## config.mk

```make
export PLATFORM = sky130hd
export DESIGN_NAME = uart_rx_fifo
export DESIGN_NICKNAME = d
export VERILOG_FILES = /design/src/rtl/uart_rx_fifo.sv
export SDC_FILE = /design/constraint.sdc
export NUM_CORES = 1
export LEC_CHECK = 0
export ABC_AREA = 1
export ABC_CLOCK_PERIOD_IN_PS = 2230
export BUFFER_PORTS_ARGS = -buffer_cell sky130_fd_sc_hd__buf_4
export CELL_PAD_IN_SITES_DETAIL_PLACEMENT = 1
export CELL_PAD_IN_SITES_GLOBAL_PLACEMENT = 1
export CORE_MARGIN = 4
export CORE_UTILIZATION = 45
export CTS_CLUSTER_SIZE = 25
export DETAILED_ROUTE_END_ITERATION = 16
export PLACE_DENSITY_LB_ADDON = 0.1
export SLEW_MARGIN = 25
export SYNTH_ARGS = -nofsm -noshare
export SYNTH_HDL_FRONTEND = slang
export SYNTH_SLANG_ARGS = --single-unit
```

## constraint.sdc

```tcl
create_clock -name clk -period 2.23 [get_ports clk]
set_clock_uncertainty 0.2 [all_clocks]
set_input_delay 0.223 -clock clk [delete_from_list [all_inputs] [get_ports clk]]
set_output_delay 0.223 -clock clk [all_outputs]
set_load 0.01 [all_outputs]
```

## src/rtl/uart_rx_fifo.sv

```systemverilog
// uart_rx_fifo: receive-side buffer behind the UART receiver.
// It captures each byte and its framing-error flag from the receiver's
// rdrf handshake, sends a one-clock rdrf_clr acknowledge, and stores the
// pair in a first-word-fall-through FIFO that the consumer drains with rd_en.
// Bytes that arrive while the FIFO is full are dropped, and the sticky
// overrun flag is set.
module uart_rx_fifo #(
  parameter int ADDR_W = 4,
  parameter int DEPTH  = 16   // must equal 2**ADDR_W
) (
  input  logic              clk,
  input  logic              clr,
  input  logic              rdrf,
  input  logic [7:0]        rx_data,
  input  logic              FE,
  output logic              rdrf_clr,
  input  logic              rd_en,
  output logic [7:0]        dout,
  output logic              dout_fe,
  output logic              empty,
  output logic              full,
  output logic [ADDR_W:0]   count,
  output logic              overrun,
  input  logic              ovr_clr
);

  typedef enum logic [1:0] {
    IDLE    = 2'd0,
    WRITE   = 2'd1,
    RELEASE = 2'd2,
    WAIT    = 2'd3
  } state_t;

  localparam logic [ADDR_W:0] FULL_CNT = (ADDR_W+1)'(DEPTH);

  state_t              state, state_next;
  logic [7:0]          hold_data;
  logic                hold_fe;
  logic                load_hold;
  logic                do_wr, do_drop, do_pop;
  logic [ADDR_W-1:0]   wr_ptr, rd_ptr;
  logic [8:0]          mem [DEPTH];
  logic [8:0]          head;

  // Occupancy flags come from the registered count only.
  assign empty  = (count == '0);
  assign full   = (count == FULL_CNT);
  assign do_pop = rd_en & ~empty;

  // FWFT head: the entry at rd_ptr, forced to zero while the FIFO is empty.
  assign head    = mem[rd_ptr];
  assign dout    = empty ? 8'h00 : head[7:0];
  assign dout_fe = empty ? 1'b0  : head[8];

  // Capture FSM next-state and strobes.
  // NOTE: every signal is given a default before the case statement. A path
  // through the case that leaves a signal unassigned would infer a latch.
  always_comb begin
    state_next = state;
    load_hold  = 1'b0;
    do_wr      = 1'b0;
    do_drop    = 1'b0;
    case (state)
      IDLE: begin
        if (rdrf) begin
          load_hold  = 1'b1;
          state_next = WRITE;
        end
      end
      WRITE: begin
        // A pop on the same edge frees a slot, so a full FIFO can still accept.
        if (!full || do_pop) do_wr   = 1'b1;
        else                 do_drop = 1'b1;
        state_next = RELEASE;
      end
      RELEASE: state_next = WAIT;
      WAIT: begin
        // Hold here until the receiver has dropped rdrf, so one byte is never taken twice.
        if (!rdrf) state_next = IDLE;
      end
      default: state_next = IDLE;
    endcase
  end

  // FSM state, registered acknowledge pulse, and the holding register for the captured byte.
  // NOTE: sequential state uses non-blocking assignments, so every flop samples
  // the values from before the edge, no matter what order the blocks run in.
  always_ff @(posedge clk or posedge clr) begin
    if (clr) begin
      state     <= IDLE;
      rdrf_clr  <= 1'b0;
      hold_data <= 8'h00;
      hold_fe   <= 1'b0;
    end else begin
      state    <= state_next;
      rdrf_clr <= (state == WRITE);
      if (load_hold) begin
        hold_data <= rx_data;
        hold_fe   <= FE;
      end
    end
  end

  // Pointers, occupancy count and the sticky overrun flag.
  always_ff @(posedge clk or posedge clr) begin
    if (clr) begin
      wr_ptr  <= '0;
      rd_ptr  <= '0;
      count   <= '0;
      overrun <= 1'b0;
    end else begin
      if (do_wr)  wr_ptr <= wr_ptr + 1'b1;
      if (do_pop) rd_ptr <= rd_ptr + 1'b1;
      case ({do_wr, do_pop})
        2'b10:   count <= count + 1'b1;
        2'b01:   count <= count - 1'b1;
        default: count <= count;
      endcase
      // If a drop happens on the same edge as ovr_clr, the set wins.
      if (do_drop)      overrun <= 1'b1;
      else if (ovr_clr) overrun <= 1'b0;
    end
  end

  // Storage write port.
  // NOTE: the memory array is deliberately not reset. Its contents are never
  // visible until written, because dout is gated by empty.
  always_ff @(posedge clk) begin
    if (do_wr) mem[wr_ptr] <= {hold_fe, hold_data};
  end

endmodule

```

## After elaboration in Yosys (flattened, before gate mapping)

Memories as Yosys holds them, arrays and structs flattened.
Cells that the tools add are included.

| operators by class | value |
|---|---|
| reduce and logical (&&, ||, !) cells | 7 |
| add/subtract/negate cells | 4 |
| bitwise gates (word level) | 2 |
| equal/unequal tests | 8 |
| multiplexer cells | 16 |

Operator list:

| operator | number |
|---|---|
| 1-bit two-way mux | 11 |
| 5-bit one-hot mux with 2 select lines | 1 |
| 4-bit by 1-bit adder with 4-bit output (second input constant) | 2 |
| 8-bit two-way mux | 1 |
| 2-bit one-hot mux with 4 select lines | 1 |
| 2-bit equality test (second input constant) | 3 |
| 5-bit by 1-bit adder with 5-bit output (second input constant) | 1 |
| 5-bit equality test (second input constant) | 1 |
| 5-bit zero test | 1 |
| 5-bit by 1-bit subtractor with 5-bit output (second input constant) | 1 |
| 2-bit by 1-bit equality test with 1-bit output (second input constant) | 2 |
| 2-bit two-way mux | 2 |
| 2-bit inequality test (second input constant) | 2 |
| 2-bit nonzero test | 2 |
| 2-bit zero test | 1 |
| 2-bit AND reduction | 1 |
| 1-bit AND | 1 |
| 1-bit zero test | 1 |
| 1-bit logical OR | 1 |
| 1-bit NOT | 1 |

| word-level totals | value |
|---|---|
| word-level logic and storage cells | 46 |
| memories kept | 1 |
| register bits | 26 |
| output and inout port bits | 18 |
| input bits | 14 |
| RAM bits | 144 |

Memory list:

| memory | words | width | rd ports | clocked after memory_dff | wr ports | RTL line | RTL |
|---|---|---|---|---|---|---|---|
| mem | 16 | 9 | 1 | 0 | 1 | 42 | `logic [8:0] mem [DEPTH];` |

## Longest topological paths before layout

Gate-level depths: netlist (run 1).

| depth | value |
|---|---|
| depth in word-level cells | 8 |
| depth in mapped cells | 13 |
| gate-level depth less buffers | 13 |

## Worst setup path after synthesis (run 1)

Ideal clock, no wire load.

| timing path | value |
|---|---|
| kind | register to register |
| start point | register state[1] |
| end point | register count[4] |
| path slack | 0.052 ns |
| data required time | 1.917 ns |
| stages on the path, launching flop included | 13 |
| clock period less this slack | 2.178 ns |
| arrival | 1.865 ns |
| setup time | 0.113 ns |
| cell sequence | dfrtp_1 inv_1 ha_1 inv_1 nand3_1 inv_1 ha_1 a21oi_1 nand3_1 nand2_1 nand3_1 nand2_1 inv_1 |

| on the way | value |
|---|---|
| word-level cells in the longest chain between the ends | 4 |
| elaborated cells between the ends (all ways) | 6 |
| those cells by class | eq/ne: 3; mux: 2; reduce/logical: 1 |

Ends and longest elaborated chain:

| what | RTL line | RTL |
|---|---|---|
| start: declaration | 36 | `state_t state, state_next;` |
| start signal: assignment | 95 | `state <= state_next;` |
| 2-bit by 1-bit equality test with 1-bit output * | 63 | `case (state)` |
| 1-bit two-way mux * | 63 |  |
| 2-bit by 1-bit equality test with 1-bit output or 2-bit equality test (tied branches) | 114 | `case ({do_wr, do_pop})` |
| 5-bit one-hot mux with 2 select lines or 2-bit nonzero test (tied branches) | n/a |  |
| end signal: assignment | 115 | `2'b10: count <= count + 1'b1;` |
| end signal: assignment | 116 | `2'b01: count <= count - 1'b1;` |
| end signal: assignment | 117 | `default: count <= count;` |
| end: declaration | 22 | `output logic [ADDR_W:0] count,` |

Mark *: on every way between the ends. The rest lies on a longest branch, timed or not.
A chain may end at the register's enable or synchronous reset.

## Worst setup path in the final report (run 1)

| timing path | value |
|---|---|
| start point | register rd_ptr[0] |
| end point | output dout[2] |

| on the way | value |
|---|---|
| word-level cells in the longest chain between the ends | 2 |

Ends and longest elaborated chain:

| what | RTL line | RTL |
|---|---|---|
| start: declaration | 41 | `logic [ADDR_W-1:0] wr_ptr, rd_ptr;` |
| start signal: assignment | 113 | `if (do_pop) rd_ptr <= rd_ptr + 1'b1;` |
| memory read 16 x 9 bit | n/a |  |
| 8-bit two-way mux | 52 | `assign dout = empty ? 8'h00 : head[7:0];` |
| end: declaration | 18 | `output logic [7:0] dout,` |

Every way passes these cells.

==> qor.txt, run 1 <==
Run status -> finished with violations
Failing checks -> setup timing
Slew headroom -> 44.9%
Vias in the first global route -> 5,581
Ratio of cells with drive above 1 in the final layout -> 32.3%
Drt via density -> 5.47
Startpoint Class -> register
Synthesized cell area -> 7220 sq um
Period Utilization, post-route -> 109%
HPWL after detailed placement -> 12.3 mm
Area grow syn2layout -> 32.1%
Inst Count DP -> 876
DR iter-0 viols -> 361
CTS H-tree depth -> 4
Initial antenna violation count -> 0
CTS Sinks -> 170
Ys flop type -> edfxtp_1
Final min period -> 2.42 ns
Largest net degree at the start of global routing -> 39
Most frequent cells in the layout -> nand2_1, edfxtp_1, nand3_1, buf_4, nand3_2
# setup viols final -> 9
Commonest non-fill, non-tap cell in the layout -> nand2_1
Clk buf depth -> 2
Synth Warn # -> 0
Die H -> 135 um
CP Class -> reg -> out
Gr ovfl total -> 0
Die area -> 18,100 sq um
Nets -> 739
Routed WL -> 22.0 mm
Synth area leader -> edfxtp_1
Crit path capture type -> output port
Worst-path clk slew -> 0.06 ns
Slew Viols, Final -> 0
TNS Setup -> -1.54 ns
Crit path required time -> 1.81 ns
First-pass GRT wire length -> 33.1 mm
Leading post-synthesis cells by cell area -> edfxtp_1, nand2_1, dfrtp_1, nand3_1, ha_1
Ys async rst share -> 15.3%
PwrDens -> 1540 nW/um^2
Post-synthesis sequential area ratio -> 68.9%
Sequential Area -> 4980 sq um
Flops & latches, synth -> 170
Synth top area share -> 59.9%
Routability cong. -> 0.833
CTS tree -> yes
Fill cells -> 1,571
Drt wl/cell -> 23.4 um
Pre-Repair DR Iteration Count -> 5
Syn Area/Cell -> 11.8 sq um
Multi-input combinational cell area -> 2390 sq um
All-layer global routing usage -> 24.8%
F_max -> 413 MHz
Measured slew at the worst slew-check pin -> 0.826 ns
Clk_lat worst skew -> 0.43 ns
Die Wd -> 135 um
Synth Net Count -> 642
Row count -> 46
Pre-CTS setup slack -> -0.183 ns
Port Buf Inserts -> 31
Residual DRC count -> 0
Post-Layout Cell Count -> 940
Synth Instances -> 614
Synth unique cells -> 30
Post-Route Utilization -> 60.2%
Total CTS buffers -> 17
Number of synthesized flops with an enable pin -> 144
Final Hold Fails -> 0
Hold WS -> 0.0732 ns
Vias -> 5,146
Post-DRT Antenna Nets -> 0
RSZ-0062 raised after global routing -> yes
Max-Cap Viols -> 0
Crit path arrival time -> 2.00 ns
Initial core utilization -> 45.6%
Max VDD drop -> 0.000766 V
Min-delay worst type -> in -> reg
Core ar. -> 15,800 sq um
Ant. Diodes -> 0
P_leak -> 3.74 nW
# IOs -> 32
CTS root buf -> clkbuf_16
Crit Path Max Fanout -> 5
Final setup margin -> -0.193 ns
[path summary, 6_finish.rpt]
kind,start,cells past startpoint,slack [ns],endpoint
setup / recovery,rd_ptr[0],11,-0.19,dout[2]
hold / removal,rd_en,5,0.07,wr_ptr[1]
setup reg to reg,state[1],12,0.12,count[4]
hold reg to reg,wr_ptr[3],1,0.36,wr_ptr[3]
max in group asynchronous,clr,4,1.07,rd_ptr[0]
min in group asynchronous,clr,3,0.13,count[2]
[synth_stat cells (2+ instances only)]
master,instances
a21oi_1,16
buf_1,3
buf_2,14
buf_4,2
buf_6,6
clkinv_1,3
dfrtp_1,26
edfxtp_1,144
ha_1,13
inv_1,15
inv_2,2
mux2_2,10
nand2_1,196
nand2_4,2
nand3_1,117
nand3_2,2
nor2_1,22
nor2_4,2
xor2_1,8
[where the power goes]
group | leakage, nW | internal (mW) | switching, mW
combinational | 1.85 | 2.93 | 3.78
clock | 0.284 | 1.76 | 1.22
sequential | 1.61 | 4.29 | 0.749
[cell families after synthesis]
| family | synth area share [%] |
|---|---|
| multiplexers | 1.56 |
| AO/OA/AOI/OAI | 1.52 |
| XOR/XNOR | 1.20 |
| adder cells (fa/ha/maj) | 2.53 |
| buffers and inverters | 3.45 |
| flip-flops | 68.9 |
| AND/OR/NAND/NOR | 20.8 |
[layer usage]
layer | track usage (%) | vias to the layer above | wire length [um]
li1 | - | 2334 | -
met4 | 8.82 | 0 | 483
met3 | 4.25 | 32 | 1060
met2 | 40.4 | 127 | 11100
met5 | 0 | - | 0
met1 | 33.8 | 2653 | 9340
[layout make-up]
type                            instances  share of cell area (%)
Sequential cell                       170                    52.2
Tap cell                              216                    2.83
Multi-Input combinational cell        397                    25.1
Inverter                               21                    1.04
Clock inverter                         12                    1.54
Clock buffer                           20                    4.58
Timing Repair Buffer                  104                    12.7
[timing repair]
| item | in CTS | in global routing |
|---|---|---|
| pin swaps | 22 | 27 |
| cloned | 8 | 4 |
| endpoints found under the hold margin | 21 | 0 |
| setup buffers | 7 | 0 |
| gates resized for setup | 66 | 55 |
| endpoints found under the setup margin | 111 | 74 |
| hold buffers | 13 | 0 |
[flip-flops by register name, summed over array words and instances, names as in the netlist]
signal,flops
mem,144
hold_data,8
count,5
rd_ptr,4
wr_ptr,4
state,2
hold_fe,1
overrun,1
rdrf_clr,1
[stage by stage]
step | power, mW | instance area [sq um]
after detailed placement | 9.84 | 7940
after global routing | 15.5 | 9540
after global placement | 9.67 | 7940
after CTS | 14.1 | 9220
after floorplan | 7.58 | 7220
final | 14.7 | 9540
[critical path, cell delays in order (launching register included)]
cell and delay, ns:
dfrtp_2 0.45, clkinv_4 0.08, buf_12 0.11, buf_12 0.12, buf_16 0.13, nand2_1 0.05, nand3_1 0.08, nand3_2 0.10
nand2_2 0.10, nand2_4 0.07, a21oi_2 0.15, buf_4 0.13
No activity file was read; power rests on OpenSTA's default activity.
==> inputs of run 2 (changes only) <==
--- a/config.mk
+++ b/config.mk
@@ -8,13 +8,11 @@
 export ABC_AREA = 1
 export ABC_CLOCK_PERIOD_IN_PS = 2230
 export BUFFER_PORTS_ARGS = -buffer_cell sky130_fd_sc_hd__buf_4
-export CELL_PAD_IN_SITES_DETAIL_PLACEMENT = 1
-export CELL_PAD_IN_SITES_GLOBAL_PLACEMENT = 1
 export CORE_MARGIN = 4
-export CORE_UTILIZATION = 45
+export CORE_UTILIZATION = 50
 export CTS_CLUSTER_SIZE = 25
 export DETAILED_ROUTE_END_ITERATION = 16
-export PLACE_DENSITY_LB_ADDON = 0.1
+export PLACE_DENSITY = 0.69
 export SLEW_MARGIN = 25
 export SYNTH_ARGS = -nofsm -noshare
 export SYNTH_HDL_FRONTEND = slang
==> qor.txt, run 2 (same netlist as run 1, synthesis figures left out) <==
Largest stage delay on the critical path -> 0.49 ns (was 0.45 ns)
Sw frac -> 39.1% (was 39.0%)
Slew headroom -> 47.4% (was 44.9%)
Min-delay worst type -> in -> async (was in -> reg)
Measured slew at the worst slew-check pin -> 0.788 ns (was 0.826 ns)
# IOs -> 32 (unchanged)
Regs by FF count -> mem (144), hold_data (8), count (5) (unchanged)
Initial core utilization -> 51.6% (was 45.6%)
Vias in the first global route -> 4,968 (was 5,581)
Hold WS -> 0.315 ns (was 0.0732 ns)
Ant. Diodes -> 0 (unchanged)
Pre-Repair DR Iteration Count -> 5 (unchanged)
F_max -> 408 MHz (was 413 MHz)
CTS root buf -> clkbuf_16 (unchanged)
CP cell instances -> inv_8 -> buf_12 -> clkbuf_16 -> nand2_2 -> nand3_2 -> nand3_2 -> nand2_2 -> nand2_2 -> a21oi_2 -> buf_4 (was clkinv_4 -> buf_12 -> buf_12 -> buf_16 -> nand2_1 -> nand3_1 -> nand3_2 -> nand2_2 -> nand2_4 -> a21oi_2 -> buf_4)
Vias -> 5,003 (was 5,146)
Slew Viols, Final -> 0 (unchanged)
Gr ovfl total -> 0 (unchanged)
# setup viols final -> 9 (unchanged)
Clk buf depth -> 2 (unchanged)
Max VDD drop -> 0.000926 V (was 0.000766 V)
Ratio of cells with drive above 1 in the final layout -> 29.0% (was 32.3%)
Drt via density -> 5.64 (was 5.47)
Port Buf Inserts -> 31 (unchanged)
P_leak -> 3.58 nW (was 3.74 nW)
Crit path required time -> 1.81 ns (about the same)
Die area -> 16,400 sq um (was 18,100 sq um)
Biggest register -> mem (unchanged)
CTS H-tree depth -> 4 (unchanged)
Row count -> 43 (was 46)
Residual DRC count -> 0 (unchanged)
DR iter-0 viols -> 538 (was 361)
Final Hold Fails -> 0 (unchanged)
Slowest stage cell, crit path -> dfrtp_2 (unchanged)
Drt wl/cell -> 20.8 um (was 23.4 um)
Period Utilization, post-route -> 110% (was 109%)
Most frequent cells in the layout -> nand2_1, edfxtp_1, nand3_1, buf_4, nand3_2 (unchanged)
Post-Place Cell Area -> 7790 sq um (was 7940 sq um)
Reg2reg start -> state[1] (unchanged)
Nets -> 723 (was 739)
Routed WL -> 18.4 mm (was 22.0 mm)
Clk pwr share -> 20.7% (was 20.2%)
Clk_lat worst skew -> 0.43 ns (about the same)
Commonest non-fill, non-tap cell in the layout -> nand2_1 (unchanged)
Crit Path Max Fanout -> 6 (was 5)
Crit path from -> rd_ptr[0] (unchanged)
RSZ-0062 raised after global routing -> yes (unchanged)
Die H -> 128 um (was 135 um)
Most used cell, CP -> nand2_2 (was buf_12)
Core ar. -> 14,000 sq um (was 15,800 sq um)
Worst-path clk slew -> 0.06 ns (about the same)
Total chip power -> 13.6 mW (was 14.7 mW)
Final min period -> 2.45 ns (was 2.42 ns)
Routability cong. -> 0.861 (was 0.833)
Crit path capture type -> output port (unchanged)
Initial antenna violation count -> 0 (unchanged)
Post-DRT Antenna Nets -> 0 (unchanged)
Fill cells -> 989 (was 1,571)
Post-Layout Inst Area -> 9130 sq um (was 9540 sq um)
Net Sw Power -> 5.31 mW (was 5.75 mW)
Sequential fraction of design power -> 37.1% (was 34.2%)
Number of flip-flops in the largest register -> 144 (unchanged)
Area grow syn2layout -> 26.5% (was 32.1%)
First-pass GRT wire length -> 27.8 mm (was 33.1 mm)
Total CTS buffers -> 17 (unchanged)
Die Wd -> 128 um (was 135 um)
HPWL after detailed placement -> 10.4 mm (was 12.3 mm)
Largest net degree at the start of global routing -> 33 (was 39)
CP Class -> reg -> out (unchanged)
Startpoint Class -> register (unchanged)
All-layer global routing usage -> 22.8% (was 24.8%)
PwrDens -> 1490 nW/um^2 (was 1540 nW/um^2)
Crit path arrival time -> 2.03 ns (was 2.00 ns)
Gate power share -> 42.2% (was 45.5%)
CTS tree -> yes (unchanged)
Final setup margin -> -0.219 ns (was -0.193 ns)
Failing checks -> setup timing (unchanged)
Max-Cap Viols -> 0 (unchanged)
Run status -> finished with violations (unchanged)
CTS Sinks -> 170 (unchanged)
Cell Int Power -> 8.27 mW (was 8.98 mW)
run 2: cell type report:
class / count / area, sq um / area share, %
clock buffer: 18 / 429 / 4.70
inverter: 21 / 95.1 / 1.04
sequential: 170 / 4980 / 54.5
timing repair buffer: 88 / 935 / 10.2
multi-input combinational: 397 / 2340 / 25.7
clock inverter: 13 / 129 / 1.41
tap: 180 / 225 / 2.47
run 2: critical path: cells and delay by family (launching register included):
kind	cells	cell delay [ns]
flip-flops	1	0.49
buffers and inverters	4	0.60
AND/OR/NAND/NOR	5	0.37
AO/OA/AOI/OAI	1	0.14
run 2: worst paths after layout:
| check | endpoint | slack (ns) | cells after the start |
|---|---|---|---|
| worst max register to register | mem[13][2] | 0.13 | 8 |
| worst max-delay path | dout[6] | -0.22 | 10 |
| max in group asynchronous | hold_data[3] | 0.92 | 4 |
| worst min-delay path | count[3] | 0.31 | 3 |
| worst min register to register | wr_ptr[3] | 0.34 | 1 |
| min in group clk | wr_ptr[3] | 0.34 | 1 |
run 2: routing by layer:
| layer | vias up | track usage [%] | routed length, um |
|---|---|---|---|
| li1 | 2289 | - | - |
| met1 | 2487 | 31.2 | 7560 |
| met2 | 201 | 37.6 | 9490 |
| met3 | 26 | 4.38 | 1150 |
| met4 | 0 | 6.18 | 221 |
| met5 | - | 0 | 0 |
run 2: power groups by stage:
stage          Sequential (mW)  Clock, mW  Combinational [mW]
2_1_floorplan             4.74          0                2.84
3_3_place_gp              5.03          0                4.20
3_5_place_dp              5.06          0                4.34
4_1_cts                   5.02       2.83                5.06
5_1_grt                   5.10       2.99                6.20
6_report                  5.04       2.81                5.73
run 2: timing repair:
item                                    in CTS  in global routing
gates resized for setup                     36                 57
endpoints found under the hold margin       35                  0
gates cloned                                 4                  5
endpoints found under the setup margin      10                 37
pin swaps                                   14                 20
buffers inserted                             4                  1
hold buffers                                14                  0
run 2: metrics by stage:
step | worst slack [ns] | utilization [%] | TNS [ns] | cells
2_1_floorplan | 0.0517 | - | 0 | 614
3_3_place_gp | 0.0458 | 55.7 | 0 | 829
3_5_place_dp | -0.0578 | 55.7 | -0.0578 | 829
4_1_cts | -0.179 | 62.9 | -1.49 | 882
5_1_grt | -0.278 | 65.3 | -2.24 | 887
6_report | -0.219 | 65.3 | -1.57 | 887
